### src/rtl/muldiv_ctrl_pkg.sv
// Shared definitions for the mul/div controller: opcodes, FSM states and
// the HI/LO write-source select.
package muldiv_ctrl_pkg;

  localparam int unsigned DATA_W = 32;

  typedef enum logic [2:0] {
    NOP   = 3'd0,
    MULT  = 3'd1,
    MULTU = 3'd2,
    DIV   = 3'd3,
    DIVU  = 3'd4,
    MTHI  = 3'd5,
    MTLO  = 3'd6
  } op_e;

  typedef enum logic [2:0] {
    IDLE     = 3'd0,
    MUL_WAIT = 3'd1,
    DIV_WAIT = 3'd2,
    DONE     = 3'd3,
    ABORT    = 3'd4
  } state_e;

  typedef enum logic {
    SRC_GPR = 1'b0,
    SRC_RES = 1'b1
  } hilo_src_e;

  function automatic logic is_mul_op(input logic [2:0] op);
    return (op == MULT) || (op == MULTU);
  endfunction

  function automatic logic is_div_op(input logic [2:0] op);
    return (op == DIV) || (op == DIVU);
  endfunction

endpackage

### src/rtl/muldiv_ctrl_if.sv
// Handshake bundle between the controller and the external multiplier and
// divider units. The controller is the master; the units are slaves.
interface muldiv_ctrl_if;
  import muldiv_ctrl_pkg::*;

  logic              mul_opn_valid;
  logic [DATA_W-1:0] mul_a;
  logic [DATA_W-1:0] mul_b;
  logic              mul_sign;
  logic              mul_res_ready;
  logic              mul_res_valid;
  logic [63:0]       mul_result;

  logic              div_opn_valid;
  logic [DATA_W-1:0] div_a;
  logic [DATA_W-1:0] div_b;
  logic              div_sign;
  logic              div_res_ready;
  logic              div_res_valid;
  logic [63:0]       div_result;   // {remainder, quotient}

  modport master (
    output mul_opn_valid, mul_a, mul_b, mul_sign, mul_res_ready,
    input  mul_res_valid, mul_result,
    output div_opn_valid, div_a, div_b, div_sign, div_res_ready,
    input  div_res_valid, div_result
  );

  modport slave (
    input  mul_opn_valid, mul_a, mul_b, mul_sign, mul_res_ready,
    output mul_res_valid, mul_result,
    input  div_opn_valid, div_a, div_b, div_sign, div_res_ready,
    output div_res_valid, div_result
  );

endinterface

### src/rtl/muldiv_ctrl_hilo_reg.sv
// Architectural HI/LO register pair. Each half has its own write enable;
// the source is either a GPR value (MTHI/MTLO) or a 64-bit unit result.
module muldiv_ctrl_hilo_reg
  import muldiv_ctrl_pkg::*;
(
  input  logic              clk,
  input  logic              rst,
  input  logic              i_we_hi,
  input  logic              i_we_lo,
  input  hilo_src_e         i_src,
  input  logic [DATA_W-1:0] i_gpr,
  input  logic [63:0]       i_result,
  output logic [DATA_W-1:0] o_hi,
  output logic [DATA_W-1:0] o_lo
);

  logic [DATA_W-1:0] r_hi;
  logic [DATA_W-1:0] r_lo;
  logic [DATA_W-1:0] w_hi_src;
  logic [DATA_W-1:0] w_lo_src;

  // Select the write data for each half from the GPR or the unit result.
  always_comb begin
    w_hi_src = i_gpr;
    w_lo_src = i_gpr;
    if (i_src == SRC_RES) begin
      w_hi_src = i_result[63:32];
      w_lo_src = i_result[31:0];
    end
  end

  // HI/LO storage, cleared by reset, updated only on an enabled write.
  always_ff @(posedge clk) begin
    if (rst) begin
      r_hi <= '0;
      r_lo <= '0;
    end else begin
      if (i_we_hi) r_hi <= w_hi_src;
      if (i_we_lo) r_lo <= w_lo_src;
    end
  end

  assign o_hi = r_hi;
  assign o_lo = r_lo;

endmodule

### src/rtl/muldiv_ctrl.sv
// EX-stage multiply/divide controller: issues operations to the external
// units, stalls EX until the result is committed to HI/LO, handles flush
// (aborting and draining any in-flight result) and MTHI/MTLO writes.
module muldiv_ctrl
  import muldiv_ctrl_pkg::*;
(
  input  logic              clk,
  input  logic              rst,
  input  logic              ex_valid,
  input  logic [2:0]        ex_op,
  input  logic [DATA_W-1:0] rs_val,
  input  logic [DATA_W-1:0] rt_val,
  input  logic              pipe_stall,
  input  logic              flush,
  output logic              stall_out,
  muldiv_ctrl_if.master     bus,
  output logic [DATA_W-1:0] hi,
  output logic [DATA_W-1:0] lo
);

  state_e            r_state;
  state_e            w_state_nxt;

  logic              r_mul_opn_valid;
  logic [DATA_W-1:0] r_mul_a;
  logic [DATA_W-1:0] r_mul_b;
  logic              r_mul_sign;
  logic              r_div_opn_valid;
  logic [DATA_W-1:0] r_div_a;
  logic [DATA_W-1:0] r_div_b;
  logic              r_div_sign;

  logic              w_op_mul;
  logic              w_div_ok;
  logic              w_accept;
  logic              w_issue_mul;
  logic              w_issue_div;
  logic              w_we_hi;
  logic              w_we_lo;
  hilo_src_e         w_src;
  logic [63:0]       w_result;

  // A divide by zero is treated as a no-op: it never starts the divider.
  assign w_op_mul    = is_mul_op(ex_op);
  assign w_div_ok    = is_div_op(ex_op) && (rt_val != '0);
  assign w_accept    = ex_valid && !flush && (r_state == IDLE);
  assign w_issue_mul = w_accept && w_op_mul;
  assign w_issue_div = w_accept && w_div_ok;

  // State register.
  always_ff @(posedge clk) begin
    if (rst) r_state <= IDLE;
    else     r_state <= w_state_nxt;
  end

  // Next-state logic; flush wins over issue and over result commit.
  always_comb begin
    w_state_nxt = r_state;
    case (r_state)
      IDLE: begin
        if (w_issue_mul)      w_state_nxt = MUL_WAIT;
        else if (w_issue_div) w_state_nxt = DIV_WAIT;
      end
      MUL_WAIT: begin
        if (flush)                   w_state_nxt = bus.mul_res_valid ? IDLE : ABORT;
        else if (bus.mul_res_valid)  w_state_nxt = DONE;
      end
      DIV_WAIT: begin
        if (flush)                   w_state_nxt = bus.div_res_valid ? IDLE : ABORT;
        else if (bus.div_res_valid)  w_state_nxt = DONE;
      end
      DONE: begin
        if (flush || !pipe_stall) w_state_nxt = IDLE;
      end
      ABORT: begin
        // Only one unit can be in flight, so either result ends the drain.
        if (bus.mul_res_valid || bus.div_res_valid) w_state_nxt = IDLE;
      end
      default: w_state_nxt = IDLE;
    endcase
  end

  // Outputs: EX stall, result-ready strobes and HI/LO write controls.
  always_comb begin
    stall_out         = ex_valid && (w_op_mul || w_div_ok) && (r_state != DONE);
    bus.mul_res_ready = 1'b0;
    bus.div_res_ready = 1'b0;
    w_we_hi           = 1'b0;
    w_we_lo           = 1'b0;
    w_src             = SRC_GPR;
    w_result          = bus.mul_result;
    case (r_state)
      IDLE: begin
        if (ex_valid && !flush && (ex_op == MTHI)) w_we_hi = 1'b1;
        if (ex_valid && !flush && (ex_op == MTLO)) w_we_lo = 1'b1;
      end
      MUL_WAIT: begin
        bus.mul_res_ready = 1'b1;
        if (bus.mul_res_valid && !flush) begin
          w_we_hi = 1'b1;
          w_we_lo = 1'b1;
          w_src   = SRC_RES;
        end
      end
      DIV_WAIT: begin
        bus.div_res_ready = 1'b1;
        w_result          = bus.div_result;
        if (bus.div_res_valid && !flush) begin
          w_we_hi = 1'b1;
          w_we_lo = 1'b1;
          w_src   = SRC_RES;
        end
      end
      ABORT: begin
        bus.mul_res_ready = 1'b1;
        bus.div_res_ready = 1'b1;
      end
      default: ;
    endcase
  end

  // Operand registers and one-cycle issue pulses toward the units.
  always_ff @(posedge clk) begin
    if (rst) begin
      r_mul_opn_valid <= 1'b0;
      r_mul_a         <= '0;
      r_mul_b         <= '0;
      r_mul_sign      <= 1'b0;
      r_div_opn_valid <= 1'b0;
      r_div_a         <= '0;
      r_div_b         <= '0;
      r_div_sign      <= 1'b0;
    end else begin
      r_mul_opn_valid <= w_issue_mul;
      r_div_opn_valid <= w_issue_div;
      if (w_issue_mul) begin
        r_mul_a    <= rs_val;
        r_mul_b    <= rt_val;
        r_mul_sign <= (ex_op == MULT);
      end
      if (w_issue_div) begin
        r_div_a    <= rs_val;
        r_div_b    <= rt_val;
        r_div_sign <= (ex_op == DIV);
      end
    end
  end

  assign bus.mul_opn_valid = r_mul_opn_valid;
  assign bus.mul_a         = r_mul_a;
  assign bus.mul_b         = r_mul_b;
  assign bus.mul_sign      = r_mul_sign;
  assign bus.div_opn_valid = r_div_opn_valid;
  assign bus.div_a         = r_div_a;
  assign bus.div_b         = r_div_b;
  assign bus.div_sign      = r_div_sign;

  muldiv_ctrl_hilo_reg u_hilo_reg (
    .clk      (clk),
    .rst      (rst),
    .i_we_hi  (w_we_hi),
    .i_we_lo  (w_we_lo),
    .i_src    (w_src),
    .i_gpr    (rs_val),
    .i_result (w_result),
    .o_hi     (hi),
    .o_lo     (lo)
  );

endmodule

### src/flat_wrapper.sv
// flat-port wrapper written by rule: the top's interface ports become plain ports
module muldiv_ctrl_flat import muldiv_ctrl_pkg::*;
  (clk, rst, ex_valid, ex_op, rs_val, rt_val, pipe_stall, flush, stall_out, hi, lo, bus_mul_opn_valid, bus_mul_a, bus_mul_b, bus_mul_sign, bus_mul_res_ready, bus_mul_res_valid, bus_mul_result, bus_div_opn_valid, bus_div_a, bus_div_b, bus_div_sign, bus_div_res_ready, bus_div_res_valid, bus_div_result);
  muldiv_ctrl_if bus_i ();
  input  logic clk;
  input  logic rst;
  input  logic ex_valid;
  input  logic [2:0] ex_op;
  input  logic [DATA_W-1:0] rs_val;
  input  logic [DATA_W-1:0] rt_val;
  input  logic pipe_stall;
  input  logic flush;
  output logic stall_out;
  output logic [DATA_W-1:0] hi;
  output logic [DATA_W-1:0] lo;
  output wire logic [$bits(bus_i.mul_opn_valid)-1:0] bus_mul_opn_valid;
  output wire logic [$bits(bus_i.mul_a)-1:0] bus_mul_a;
  output wire logic [$bits(bus_i.mul_b)-1:0] bus_mul_b;
  output wire logic [$bits(bus_i.mul_sign)-1:0] bus_mul_sign;
  output wire logic [$bits(bus_i.mul_res_ready)-1:0] bus_mul_res_ready;
  input wire logic [$bits(bus_i.mul_res_valid)-1:0] bus_mul_res_valid;
  input wire logic [$bits(bus_i.mul_result)-1:0] bus_mul_result;
  output wire logic [$bits(bus_i.div_opn_valid)-1:0] bus_div_opn_valid;
  output wire logic [$bits(bus_i.div_a)-1:0] bus_div_a;
  output wire logic [$bits(bus_i.div_b)-1:0] bus_div_b;
  output wire logic [$bits(bus_i.div_sign)-1:0] bus_div_sign;
  output wire logic [$bits(bus_i.div_res_ready)-1:0] bus_div_res_ready;
  input wire logic [$bits(bus_i.div_res_valid)-1:0] bus_div_res_valid;
  input wire logic [$bits(bus_i.div_result)-1:0] bus_div_result;
  assign bus_mul_opn_valid = bus_i.mul_opn_valid;
  assign bus_mul_a = bus_i.mul_a;
  assign bus_mul_b = bus_i.mul_b;
  assign bus_mul_sign = bus_i.mul_sign;
  assign bus_mul_res_ready = bus_i.mul_res_ready;
  assign bus_i.mul_res_valid = bus_mul_res_valid;
  assign bus_i.mul_result = bus_mul_result;
  assign bus_div_opn_valid = bus_i.div_opn_valid;
  assign bus_div_a = bus_i.div_a;
  assign bus_div_b = bus_i.div_b;
  assign bus_div_sign = bus_i.div_sign;
  assign bus_div_res_ready = bus_i.div_res_ready;
  assign bus_i.div_res_valid = bus_div_res_valid;
  assign bus_i.div_result = bus_div_result;
  muldiv_ctrl u_core (.clk(clk), .rst(rst), .ex_valid(ex_valid), .ex_op(ex_op), .rs_val(rs_val), .rt_val(rt_val), .pipe_stall(pipe_stall), .flush(flush), .stall_out(stall_out), .bus(bus_i), .hi(hi), .lo(lo));
endmodule
### config.mk
export PLATFORM = sky130hd
export DESIGN_NAME = muldiv_ctrl_flat
export DESIGN_NICKNAME = d
export VERILOG_FILES = /design/src/rtl/muldiv_ctrl_pkg.sv /design/src/rtl/muldiv_ctrl_if.sv /design/src/rtl/muldiv_ctrl_hilo_reg.sv /design/src/rtl/muldiv_ctrl.sv /design/src/flat_wrapper.sv
export SDC_FILE = /design/constraint.sdc
export NUM_CORES = 1
export LEC_CHECK = 0
export ABC_AREA = 0
export BUFFER_PORTS_ARGS = -buffer_cell sky130_fd_sc_hd__buf_4
export CORE_AREA = 2 2 154 156
export CTS_CLUSTER_SIZE = 28
export DETAILED_ROUTE_END_ITERATION = 16
export DIE_AREA = 0 0 156 158
export HOLD_SLACK_MARGIN = 0.15
export PLACE_DENSITY = 0.66
export SLEW_MARGIN = 20
export SYNTH_ARGS = -nofsm -noshare
export SYNTH_HDL_FRONTEND = slang
export SYNTH_SLANG_ARGS = --single-unit
### constraint.sdc
create_clock -name clk -period 5.25 [get_ports clk]
set_input_delay 1.05 -clock clk [delete_from_list [all_inputs] [get_ports clk]]
set_output_delay 1.05 -clock clk [all_outputs]
set_load 0.05 [all_outputs]
# Word-level counts from Yosys, hierarchy flattened
# Cells that the tools add are included.
word_totals:
  mem_bits_rw: 0
  regBits: 199
  memories: 0
  elab_cells: 73
  latch_bits: 0
  output_inout_bits: 199
  input_bits: 202
  romBits: 0
op_classes:
  magnitude_cmp: 0
  n_bitwise: 0
  n_div: 0
  mul: 0
  n_reduce_logical: 23
  n_shift: 0
  add_sub_neg: 0
  n_eq_ne: 16
  muxes: 23
ops:
  columns: ["op", "n"]
  rows:
  - ["$mux 32", 2]
  - ["$mux 64", 1]
  - ["$reduce_bool 32->1", 1]
  - ["$mux 3", 10]
  - ["$pmux 3 s5", 1]
  - ["$eq 3x2->1 const B", 4]
  - ["$eq 3x3->1 const B", 4]
  - ["$logic_and 1x1->1", 11]
  - ["$eq 3x1->1 const B", 2]
  - ["$mux 1", 6]
  - ["$ne 3x3->1 const B", 2]
  - ["$pmux 1 s3", 2]
  - ["$logic_or 1x1->1", 5]
  - ["$reduce_and 5->1", 1]
  - ["$ne 2x1->1 const B", 2]
  - ["$reduce_or 2->1", 2]
  - ["$logic_not 3->1", 1]
  - ["$ne 3x1->1 const B", 1]
  - ["$ne 3x2->1 const B", 1]
  - ["$logic_not 1->1", 2]
  - ["$pmux 1 s2", 1]

# Longest topological paths before layout
# Gate-level depths: netlist of the first run.
logic_depth:
  word_depth: 7
  mapped_depth: 9
  depth_no_buf: 5

# Cells and area by module
# From an unflattened synthesis of the first run, not the netlist that was laid out.
unflattened:
  hier_cells: 952
  hier_area_um2: 8660.8
modules_own_cells:
  columns: ["mod", "area_each_um2", "n_inst", "seq_area_each_um2", "cells_each"]
  rows:
  - ["muldiv_ctrl", 5788.1, 1, 2702.6, 632]
  - ["muldiv_ctrl_hilo_reg", 2872.8, 1, 1281.2, 320]

# Worst setup path before layout of the first run
# Ideal clock, no wire load.
synth_path:
  path_kind: "input -> output"
  startpoint: "input ex_op[2]"
  endpoint: "output stall_out"
  arrival_time_ns: 2.507
  n_path_buf: 1
  stages: 4
  path_slack_ns: 1.693
  t_required_ns: 4.200
  cell_sequence: "buf_4 > or3b_1 > o2bb2ai_1 > a21oi_1"
synth_via:
  elab_chain_len: 6
  elab_cells_between_ends: 10
  cone_classes: "eq/ne (4); reduce/logical (6)"
synth_lines:
  columns: ["element", "line", "rtl"]
  rows:
  - ["start: declaration", "flat_wrapper.sv:8", "input logic [2:0] ex_op;"]
  - ["$eq 3x2->1 or $eq 3x3->1 (tied branches)", "muldiv_ctrl_pkg.sv:35", "return (op == DIV) || (op == DIVU);"]
  - ["$logic_or 1x1->1", "muldiv_ctrl_pkg.sv:35", null]
  - ["$logic_and 1x1->1", "muldiv_ctrl.sv:45", "assign w_div_ok = is_div_op(ex_op) && (rt_val != '0);"]
  - ["$logic_or 1x1->1 *", "muldiv_ctrl.sv:85", "stall_out = ex_valid && (w_op_mul || w_div_ok) && (r_state != DONE);"]
  - ["$logic_and 1x1->1 * (2 in series)", "muldiv_ctrl.sv:85", null]
  - ["end: declaration", "flat_wrapper.sv:13", "output logic stall_out;"]
# Mark *: on every way between the ends. The rest lies on a longest branch, timed or not.

# Final worst setup path of the first run
layout_path:
  startpoint: "input rt_val[2]"
  endpoint: "output stall_out"
layout_via:
  elab_chain_len: 5
layout_lines:
  columns: ["element", "line", "rtl"]
  rows:
  - ["start: declaration", "flat_wrapper.sv:10", "input logic [DATA_W-1:0] rt_val;"]
  - ["$reduce_bool 32->1", "muldiv_ctrl.sv:45", null]
  - ["$logic_and 1x1->1", "muldiv_ctrl.sv:45", null]
  - ["$logic_or 1x1->1", "muldiv_ctrl.sv:85", null]
  - ["$logic_and 1x1->1 (2 in series)", "muldiv_ctrl.sv:85", null]
# No other way between the ends.

==> results.cfg, run 1 <==
[logic_synthesis]
syn_avg_cell_area_sq_um = 8.13
synth.top_cell.area_share_pct = 47.6
synthArstFlopShare_pct = 0
yosys_warnings = 0
number_of_distinct_standard_cells_referenced_by_the_synthesized_netlist = 39
synth_enable_flop_cells = 0
post_synth_fa_ha_maj_area_fraction_pct = 0
proportion_of_synthesized_area_in_mux_cells_pct = 7.78
synth_compound_area_share_pct = 17.4
synthesis.area_sq_mm = 0.00838
synth_largest_area_cell = dfxtp_1
synth-seq-cells = 199
ys_seq_area_share_pct = 47.6
synthSimpleGateAreaFrac_pct = 22.0
synth_cells = 1030
synth_nets = 1232
synth_top_family_by_area = simple AND/OR/NAND/NOR gates
ys_top_cells_by_area = dfxtp_1, nand2_1, a21oi_1
post_synth_xor_area_fraction_pct = 0.418
ys.flop_type = dfxtp_1

[min_path]
worstHoldPathCells = 2
hold_path_class = reg2reg
worst_hold_path.endpoint = u_core.u_hilo_reg.o_lo[5]
hold_path_startpoint = u_core.u_hilo_reg.o_lo[5]

[timing]
post-route-min-period_ns = 3.55
layout_setup_ws_ns = 1.70
fin_skew_ns = 0.00957
hold_fails_final_rpt = 0
setup_viol = 0
max_freq_mhz = 281
setup-tns-final_ns = 0
maxSlewViolCount = 0
grt_setup_unrepaired = no
tightest_slew_ns = 1.01
slew_headroom_pct = 32.8
final_min_period_over_clock_period_pct = 67.7

[route]
route.detailed.wl_per_inst_um = 18.4
detailedRoute.firstIterationViolations = 516
detail_route.wirelength_mm = 31.0
firstDrtPassIters = 5
drc = 0
routed_via_density = 5.09
detailroute.via_count = 8563
drt.antenna.violating_nets = 0

[setup_path]
worstPathArrival_ns = 2.50
cp_slowest_cell = nor4_1
timing.critical_path.fanout_max = 3
crit_family = simple AND/OR/NAND/NOR gates
critical_path_class = in2out
timing.rr.end = u_core.u_hilo_reg.o_lo[21]
critical-path-max-stage-delay_ns = 0.52
cp-start-kind = input pin
r2r_slack_ns = 2.55
critical_path.cell_chain = buf_4 -> nor4_1 -> nand4_1 -> o2bb2ai_1 -> a21oi_1 -> buf_4
crit_top_cell = buf_4
cp.buffers_inverters = 2
timing.critical_path.to_type = output port
reg2reg_from = u_core.r_state[1]
timing.critical_path.required_ns = 4.20
worst-r2r-cell-count = 6

[place]
gp_congestion = 0.888
detailed_place_hpwl_mm = 22.4
post-place-ws_ns = 1.56
place.port_buffers = 400
dpl-instance-area_sq_mm = 0.0115

[clock_tree]
clk_pin_slew_worst_paths_ns = 0.08
cts_buffer_depth = 2
tritoncts = built
setup_fix_bufs_post_cts = 0
clk-insertion-delay-late_ns = 0.43
cts_hold_repair.buffers = 0
h-tree-depth = 4
cts_repair_resize_count = 0
tritoncts_buffers = 17
cts_root_buffer = clkbuf_16
clock_sinks = 199

[job]
max_cap_violations = 0

[floorplan]
initial_core_util_pct = 36.3
floorplan.core_area_sq_mm = 0.0231
std_cell_rows = 56
dieArea_sq_mm = 0.0246
fp.dieH_um = 158
dieWidth_um = 156
io_pins = 401

[global_routing]
vias_in_the_first_global_route = 8095
gr-usage-all-layers_pct = 23.9
global_route_wire_length_before_repair_mm = 45.6
antenna_found_initial = 0
grt_start_max_net_pins = 127
grt_remaining_overflow = 0

[run_status]
run_status = complete, no violations

[cells_and_area]
post_route_cells_drive_above_1_share_pct = 33.0
final_core_utilization_pct = 52.6
insertedDiodeCount = 0
fillers = 2281
post-route-cell-area_sq_mm = 0.0121
synthToLayoutAreaGrowth_pct = 44.8
final_nets = 1582

[power_and_ir_drop]
power_per_cell_area_mw_per_mm2 = 375
static-leakage-power_uw = 0.00556
ir_drop_mv = 0.250
totalPowerFinal_uw = 4550
registers in the layout, summed over array words and instances (netlist names):
signal	count
u_core.u_hilo_reg.o_lo	32
u_core.bus.mul_b	32
u_core.bus.div_sign	1
u_core.bus.div_b	32
u_core.bus.mul_opn_valid	1
u_core.bus.mul_sign	1
u_core.bus.div_opn_valid	1
u_core.bus.mul_a	32
u_core.r_state	3
u_core.u_hilo_reg.o_hi	32
u_core.bus.div_a	32
layer usage:
metal / up-vias / global-route usage, % / share of wire, %
met2: 324 / 40.8 / 49
met5: - / 0 / 0
met4: 0 / 7.51 / 1.9
met3: 36 / 6.08 / 7.9
met1: 4010 / 29.8 / 41
li1: 4193 / - / -
how the worst max path moves through the flow:
| stage | slack, ns | end | startpoint | cells past startpoint |
|---|---|---|---|---|
| 5_1_grt | 1.55 | stall_out | rt_val[2] | 6 |
| 3_3_place_gp | 1.57 | stall_out | rt_val[2] | 6 |
| 2_1_floorplan | 1.69 | stall_out | ex_op[2] | 4 |
| 6_report | 1.70 | stall_out | rt_val[2] | 6 |
| 4_1_cts | 1.55 | stall_out | rt_val[2] | 6 |
| 3_5_place_dp | 1.56 | stall_out | rt_val[2] | 6 |
cell families after synthesis:
family,Yosys count
compound gates,214
simple gates,464
xor+xnor,4
flops,199
mux,65
buf+inv,84
through the flow:
stage               hold WS, ns  std cells
floorplan                 0.602       1030
global placement          0.439       1651
detailed placement        0.445       1651
CTS                       0.456       1683
global route              0.473       1683
finish                    0.454       1683
power breakdown:
| part | leakage, uW | switching [uW] | total, uW | internal (uW) |
|---|---|---|---|---|
| Clock | 0.000294 | 652 | 1380 | 726 |
| Combinational | 0.00366 | 1020 | 1490 | 472 |
| Sequential | 0.00161 | 73.2 | 1680 | 1610 |
| Total | 0.00556 | 1740 | 4550 | 2800 |
area by class of cell:
type                       count  area [sq um]  share of cell area (%)
tap                          290           363                    2.99
clock inverter                15           196                    1.62
clock buffer                  17           425                    3.51
sequential                   199          3980                    32.8
inverter                       2          7.51                  0.0619
timing repair buffer         413          3120                    25.7
multi-input combinational    747          4040                    33.3
placed cells by master, fill, tap and decap left out, drive strengths merged, types with 2 or more instances in the layout:
master    count
buf         413
nand2       326
dfxtp       199
a21oi       135
nor2        106
mux2i        64
a311o        64
clkbuf       17
nor4          8
clkinv        8
nor3          5
inv           5
o21ai         4
xnor2         3
nor2b         3
nand2b        3
nand3b        3
nand4         2
nor3b         2
o32ai         2
o31ai         2
a31oi         2
bufinv        2
clkinvlp      2
and2          2
worst register-to-register path, cell delays in order, from the launching register on:
cell and delay (ns):
dfxtp_1 0.65, nand3b_1 0.21, a21boi_4 0.65, buf_4 0.46
nor2_1 0.18, a311o_1 0.34, a21oi_1 0.14
Yosys cell counts, types with 3 or more instances:
| cell | count |
|---|---|
| dfxtp_1 | 199 |
| nor2b_1 | 3 |
| a311o_1 | 64 |
| xnor2_1 | 3 |
| nor3_1 | 3 |
| nor4_1 | 8 |
| nor2_1 | 105 |
| nand2_1 | 326 |
| nand2b_1 | 3 |
| a21oi_1 | 135 |
| buf_6 | 7 |
| clkbuf_1 | 50 |
| o21ai_0 | 3 |
| nand3b_1 | 3 |
| buf_2 | 22 |
| mux2i_1 | 64 |
No activity file was read; power rests on OpenSTA's default activity.
==> run 2: changes to the inputs <==
==> constraint.sdc (replaced) <==
create_clock -name clk -period 3.35 [get_ports clk]
set_input_delay 0.67 -clock clk [delete_from_list [all_inputs] [get_ports clk]]
set_output_delay 0.67 -clock clk [all_outputs]
set_load 0.05 [all_outputs]
==> run 2 against run 1 <==
Against the previous run: critical path type unchanged; sequential share of layout area is 0.23 points lower; first-iteration DRC count up 5.8%; clock skew up 0.0040 ns; largest power group unchanged; highest routed layer unchanged; die area unchanged; worst hold slack better by 0.00089 ns; routed wire length is 0.24% lower; register-to-register slack got worse by 1.6 ns.
==> results.cfg, run 2 (synthesis gave the netlist of run 1 again) <==
[run_status]
run_status = complete, no violations

[route]
detailroute.via_count = 8655
firstDrtPassIters = 5
drc = 0
detail_route.wirelength_mm = 30.9
routed_via_density = 5.13
route.detailed.wl_per_inst_um = 18.3
drt.antenna.violating_nets = 0
detailedRoute.firstIterationViolations = 546

[cells_and_area]
synthToLayoutAreaGrowth_pct = 45.8
fillers = 2232
post-route-cell-area_sq_mm = 0.0122
commonest_non_fill_non_tap_cells_in_the_layout = buf_4, nand2_1, dfxtp_1
post_route_cells_drive_above_1_share_pct = 33.1
final_nets = 1586
leading_cell_type_in_the_layout_fill_and_taps_excluded = buf_4
instances_no_fill = 1687
insertedDiodeCount = 0
ff_latch_area_sq_mm = 0.00398
multiInputGateArea_sq_mm = 0.00404

[clock_tree]
cts_hold_repair.buffers = 0
clock_sinks = 199
cts_buffer_depth = 2
cts_root_buffer = clkbuf_16
clk-insertion-delay-late_ns = 0.44
setup_fix_bufs_post_cts = 0
tritoncts = built
tritoncts_buffers = 17
h-tree-depth = 4
cts_repair_resize_count = 0
clk_pin_slew_worst_paths_ns = 0.08

[timing]
final_min_period_over_clock_period_pct = 89.0
hold_fails_final_rpt = 0
grt_setup_unrepaired = no
setup-tns-final_ns = 0
layout_setup_ws_ns = 0.370
post-route-min-period_ns = 2.98
maxSlewViolCount = 0
setup_viol = 0
slew_headroom_pct = 47.0
tightest_slew_ns = 0.792
max_freq_mhz = 336
fin_skew_ns = 0.0136

[min_path]
hold_path_class = reg2reg
worstHoldPathCells = 2

[floorplan]
std_cell_rows = 56
initial_core_util_pct = 36.3
fp.dieH_um = 158
dieWidth_um = 156
dieArea_sq_mm = 0.0246
floorplan.core_area_sq_mm = 0.0231
io_pins = 401

[place]
gp_congestion = 0.898
place.port_buffers = 400
dp.cells = 1655
detailed_place_hpwl_mm = 22.7
post-place-ws_ns = 0.293
dpl-instance-area_sq_mm = 0.0116

[setup_path]
worst-r2r-cell-count = 7
timing.critical_path.fanout_max = 3
cp-start-kind = input pin
worstPathArrival_ns = 2.31
r2r_slack_ns = 0.91
reg2reg_from = u_core.r_state[1]
critical_path_class = in2out
timing.critical_path.to_type = output port
timing.critical_path.required_ns = 2.68
timing.rr.end = u_core.u_hilo_reg.o_lo[22]
timing.critical_path.to = stall_out
startpoint = rt_val[18]

[power_and_ir_drop]
pwr-share-clk_pct = 30.1
power.switching_fraction_pct = 38.1
static-leakage-power_uw = 0.00561
switchingPower_uw = 2720
totalPowerFinal_uw = 7150
sequential_group_share_of_total_power_pct = 36.8
ir_drop_mv = 0.388
power_per_cell_area_mw_per_mm2 = 585
p_int_uw = 4430
comb_power_share_pct = 33.0

[global_routing]
grt_start_max_net_pins = 71
grt_remaining_overflow = 0
vias_in_the_first_global_route = 8279
gr-usage-all-layers_pct = 24.2
antenna_found_initial = 0
global_route_wire_length_before_repair_mm = 46.3

[job]
max_cap_violations = 0
run 2: cell types whose count changed in the layout (fill, tap and decap cells not counted), sizes merged:
cell	before	now
buf	413	417
inv	5	8
clkinv	8	6
clkinvlp	2	1
run 2: cell type report:
type                    count  area share (%)
flip-flops and latches    199            32.6
repair buffers            417            26.3
clock buffers              17            3.48
clock inverters            15            1.55
inverters                   2          0.0615
well taps                 290            2.97
multi-input cells         747            33.0
run 2: metrics by stage:
| stage | hold slack, ns | util, % |
|---|---|---|
| floorplan | 0.602 | - |
| CTS | 0.454 | 53.0 |
| detailed placement | 0.443 | 50.3 |
| global route | 0.473 | 53.0 |
| finish | 0.455 | 53.0 |
| global placement | 0.439 | 50.3 |
run 2: per-layer routing:
metal	up-vias	track usage, %	share of wire (%)	routed length, um
met4	0	8.13	2.2	689
met2	347	41.6	49	15200
met5	-	0	0	0
met3	47	6.05	7.4	2300
li1	4205	-	-	-
met1	4056	29.7	41	12700
run 2: worst min-delay path by stage:
| stage | to | slack (ns) | from |
|---|---|---|---|
| floorplan | u_core.r_state[2] | 0.60 | u_core.r_state[2] |
| global placement | u_core.u_hilo_reg.o_lo[21] | 0.44 | u_core.u_hilo_reg.o_lo[21] |
| detailed placement | u_core.u_hilo_reg.o_lo[1] | 0.44 | u_core.u_hilo_reg.o_lo[1] |
| CTS | u_core.u_hilo_reg.o_lo[1] | 0.45 | u_core.u_hilo_reg.o_lo[1] |
| global route | u_core.u_hilo_reg.o_hi[24] | 0.47 | u_core.u_hilo_reg.o_hi[24] |
| finish | u_core.u_hilo_reg.o_lo[1] | 0.45 | u_core.u_hilo_reg.o_lo[1] |
run 2: worst max-delay path, stage by stage:
cell and delay, ns:
buf_4 0.12, nor4_1 0.53, nand4_1 0.41, o2bb2ai_1 0.26
a21oi_1 0.11, buf_4 0.20
run 2: power by group through the flow:
stage / Clock (uW) / Combinational, uW / Sequential, uW
after global routing: 2280 / 2550 / 2650
final: 2150 / 2360 / 2630
after global placement: 0 / 2370 / 2680
after floorplan: 0 / 1100 / 3140
after CTS: 2190 / 2390 / 2630
after detailed placement: 0 / 2380 / 2680
==> run 3: changes to the inputs <==
--- a/config.mk
+++ b/config.mk
@@ -7,12 +7,13 @@
 export LEC_CHECK = 0
 export ABC_AREA = 0
 export BUFFER_PORTS_ARGS = -buffer_cell sky130_fd_sc_hd__buf_4
-export CORE_AREA = 2 2 154 156
+export CAP_MARGIN = 20
+export CORE_AREA = 2 2 157 159
 export CTS_CLUSTER_SIZE = 28
 export DETAILED_ROUTE_END_ITERATION = 16
-export DIE_AREA = 0 0 156 158
+export DIE_AREA = 0 0 159 161
 export HOLD_SLACK_MARGIN = 0.15
-export PLACE_DENSITY = 0.66
+export PLACE_DENSITY = 0.63
 export SLEW_MARGIN = 20
 export SYNTH_ARGS = -nofsm -noshare
 export SYNTH_HDL_FRONTEND = slang
==> run 3 against run 2 <==
Against the previous run: register-to-register slack better by 0.07 ns; clock power down 2%; setup slack better by 0.13 ns; clock skew up 0.0019 ns; sequential cell count unchanged; via count down 0.40%; routed wire length up 0.24%; global-route usage down 0.97 points; design area up 0.38%; critical path type unchanged; critical endpoint unchanged; highest routed layer unchanged.
==> results.cfg, run 3 (synthesis gave the netlist of run 1 again) <==
[place]
post-place-ws_ns = 0.460
dpl-instance-area_sq_mm = 0.0117
place.port_buffers = 400
detailed_place_hpwl_mm = 22.3
gp_congestion = 0.875
dp.cells = 1688

[power_and_ir_drop]
ir_drop_mv = 0.310
power_per_cell_area_mw_per_mm2 = 582
pwr-share-clk_pct = 29.6
sequential_group_share_of_total_power_pct = 36.9
p_int_uw = 4390
comb_power_share_pct = 33.6
switchingPower_uw = 2750
static-leakage-power_uw = 0.00561
power.switching_fraction_pct = 38.5

[setup_path]
worst-r2r-cell-count = 6
worstPathArrival_ns = 2.18
timing.critical_path.to_type = output port
timing.critical_path.fanout_max = 3
cp-start-kind = input pin
r2r_slack_ns = 0.98
critical_path_class = in2out
timing.critical_path.required_ns = 2.68

[route]
detailedRoute.firstIterationViolations = 664
firstDrtPassIters = 5
detail_route.wirelength_mm = 31.0
routed_via_density = 5.01
drt.antenna.violating_nets = 0
drc = 0
route.detailed.wl_per_inst_um = 18.0
detailroute.via_count = 8620

[timing]
setup_viol = 0
maxSlewViolCount = 0
hold_fails_final_rpt = 0
final_min_period_over_clock_period_pct = 85.2
grt_setup_unrepaired = no
layout_setup_ws_ns = 0.497
slew_headroom_pct = 36.4
max_freq_mhz = 350
setup-tns-final_ns = 0
post-route-min-period_ns = 2.85
tightest_slew_ns = 0.950
fin_skew_ns = 0.0154

[job]
max_cap_violations = 0

[floorplan]
floorplan.core_area_sq_mm = 0.0240
io_pins = 401
dieWidth_um = 159
std_cell_rows = 57
fp.dieH_um = 161
dieArea_sq_mm = 0.0256
initial_core_util_pct = 35.0

[global_routing]
grt_start_max_net_pins = 90
antenna_found_initial = 1
global_route_wire_length_before_repair_mm = 47.0
grt_remaining_overflow = 0
vias_in_the_first_global_route = 8281
gr-usage-all-layers_pct = 23.2

[cells_and_area]
commonest_non_fill_non_tap_cells_in_the_layout = buf_4, nand2_1, dfxtp_1
final_core_utilization_pct = 51.2
final_nets = 1585
leading_cell_type_in_the_layout_fill_and_taps_excluded = buf_4
post-route-cell-area_sq_mm = 0.0123
instances_no_fill = 1721
synthToLayoutAreaGrowth_pct = 46.3
post_route_cells_drive_above_1_share_pct = 33.1

[run_status]
run_status = complete, no violations

[clock_tree]
cts_repair_resize_count = 0
tritoncts = built
h-tree-depth = 4
clk_pin_slew_worst_paths_ns = 0.08
clock_sinks = 199
clk-insertion-delay-late_ns = 0.43
cts_root_buffer = clkbuf_16
cts_buffer_depth = 2
tritoncts_buffers = 17
cts_hold_repair.buffers = 0
setup_fix_bufs_post_cts = 0

[min_path]
worstHoldPathCells = 2
hold_path_class = reg2reg
-- run 3: final timing paths --
kind | startpoint | end
max | rt_val[7] | stall_out
min | u_core.u_hilo_reg.o_lo[28] | u_core.u_hilo_reg.o_lo[28]
max reg2reg | u_core.r_state[1] | u_core.u_hilo_reg.o_hi[23]
min reg2reg | u_core.u_hilo_reg.o_lo[28] | u_core.u_hilo_reg.o_lo[28]
-- run 3: final cells by class --
cell class                 count  area, sq um
sequential                   199         3980
fill                        2357        11700
timing repair buffer         416         3230
clock buffer                  18          439
antenna                        1         2.50
multi-input combinational    747         4040
tap                          324          405
inverter                       2         7.51
clock inverter                14          159
-- run 3: routing by layer --
metal / global-route usage, % / part of all wire, %
met1: 28.7 / 41
met3: 6.65 / 8.4
met5: 0 / 0
met2: 38.4 / 47
met4: 9.26 / 2.9
-- run 3: power by group through the flow --
stage | Combinational (uW) | Sequential (uW) | Clock (uW)
after floorplan | 1100 | 3140 | 0
after global placement | 2400 | 2680 | 0
after detailed placement | 2400 | 2680 | 0
after CTS | 2410 | 2630 | 2160
after global routing | 2570 | 2650 | 2260
final | 2400 | 2630 | 2110
-- run 3: critical path, stage by stage --
cell and delay, ns:
buf_4 0.12, nor4_1 0.52, nand4_1 0.34, o2bb2ai_1 0.23, a21oi_1 0.09, buf_4 0.20
-- run 3: metrics by stage --
| step | power, uW | hold slack, ns |
|---|---|---|
| after floorplan | 4240 | 0.602 |
| after global placement | 5080 | 0.438 |
| after detailed placement | 5080 | 0.444 |
| after CTS | 7200 | 0.454 |
| after global routing | 7490 | 0.471 |
| final | 7140 | 0.454 |
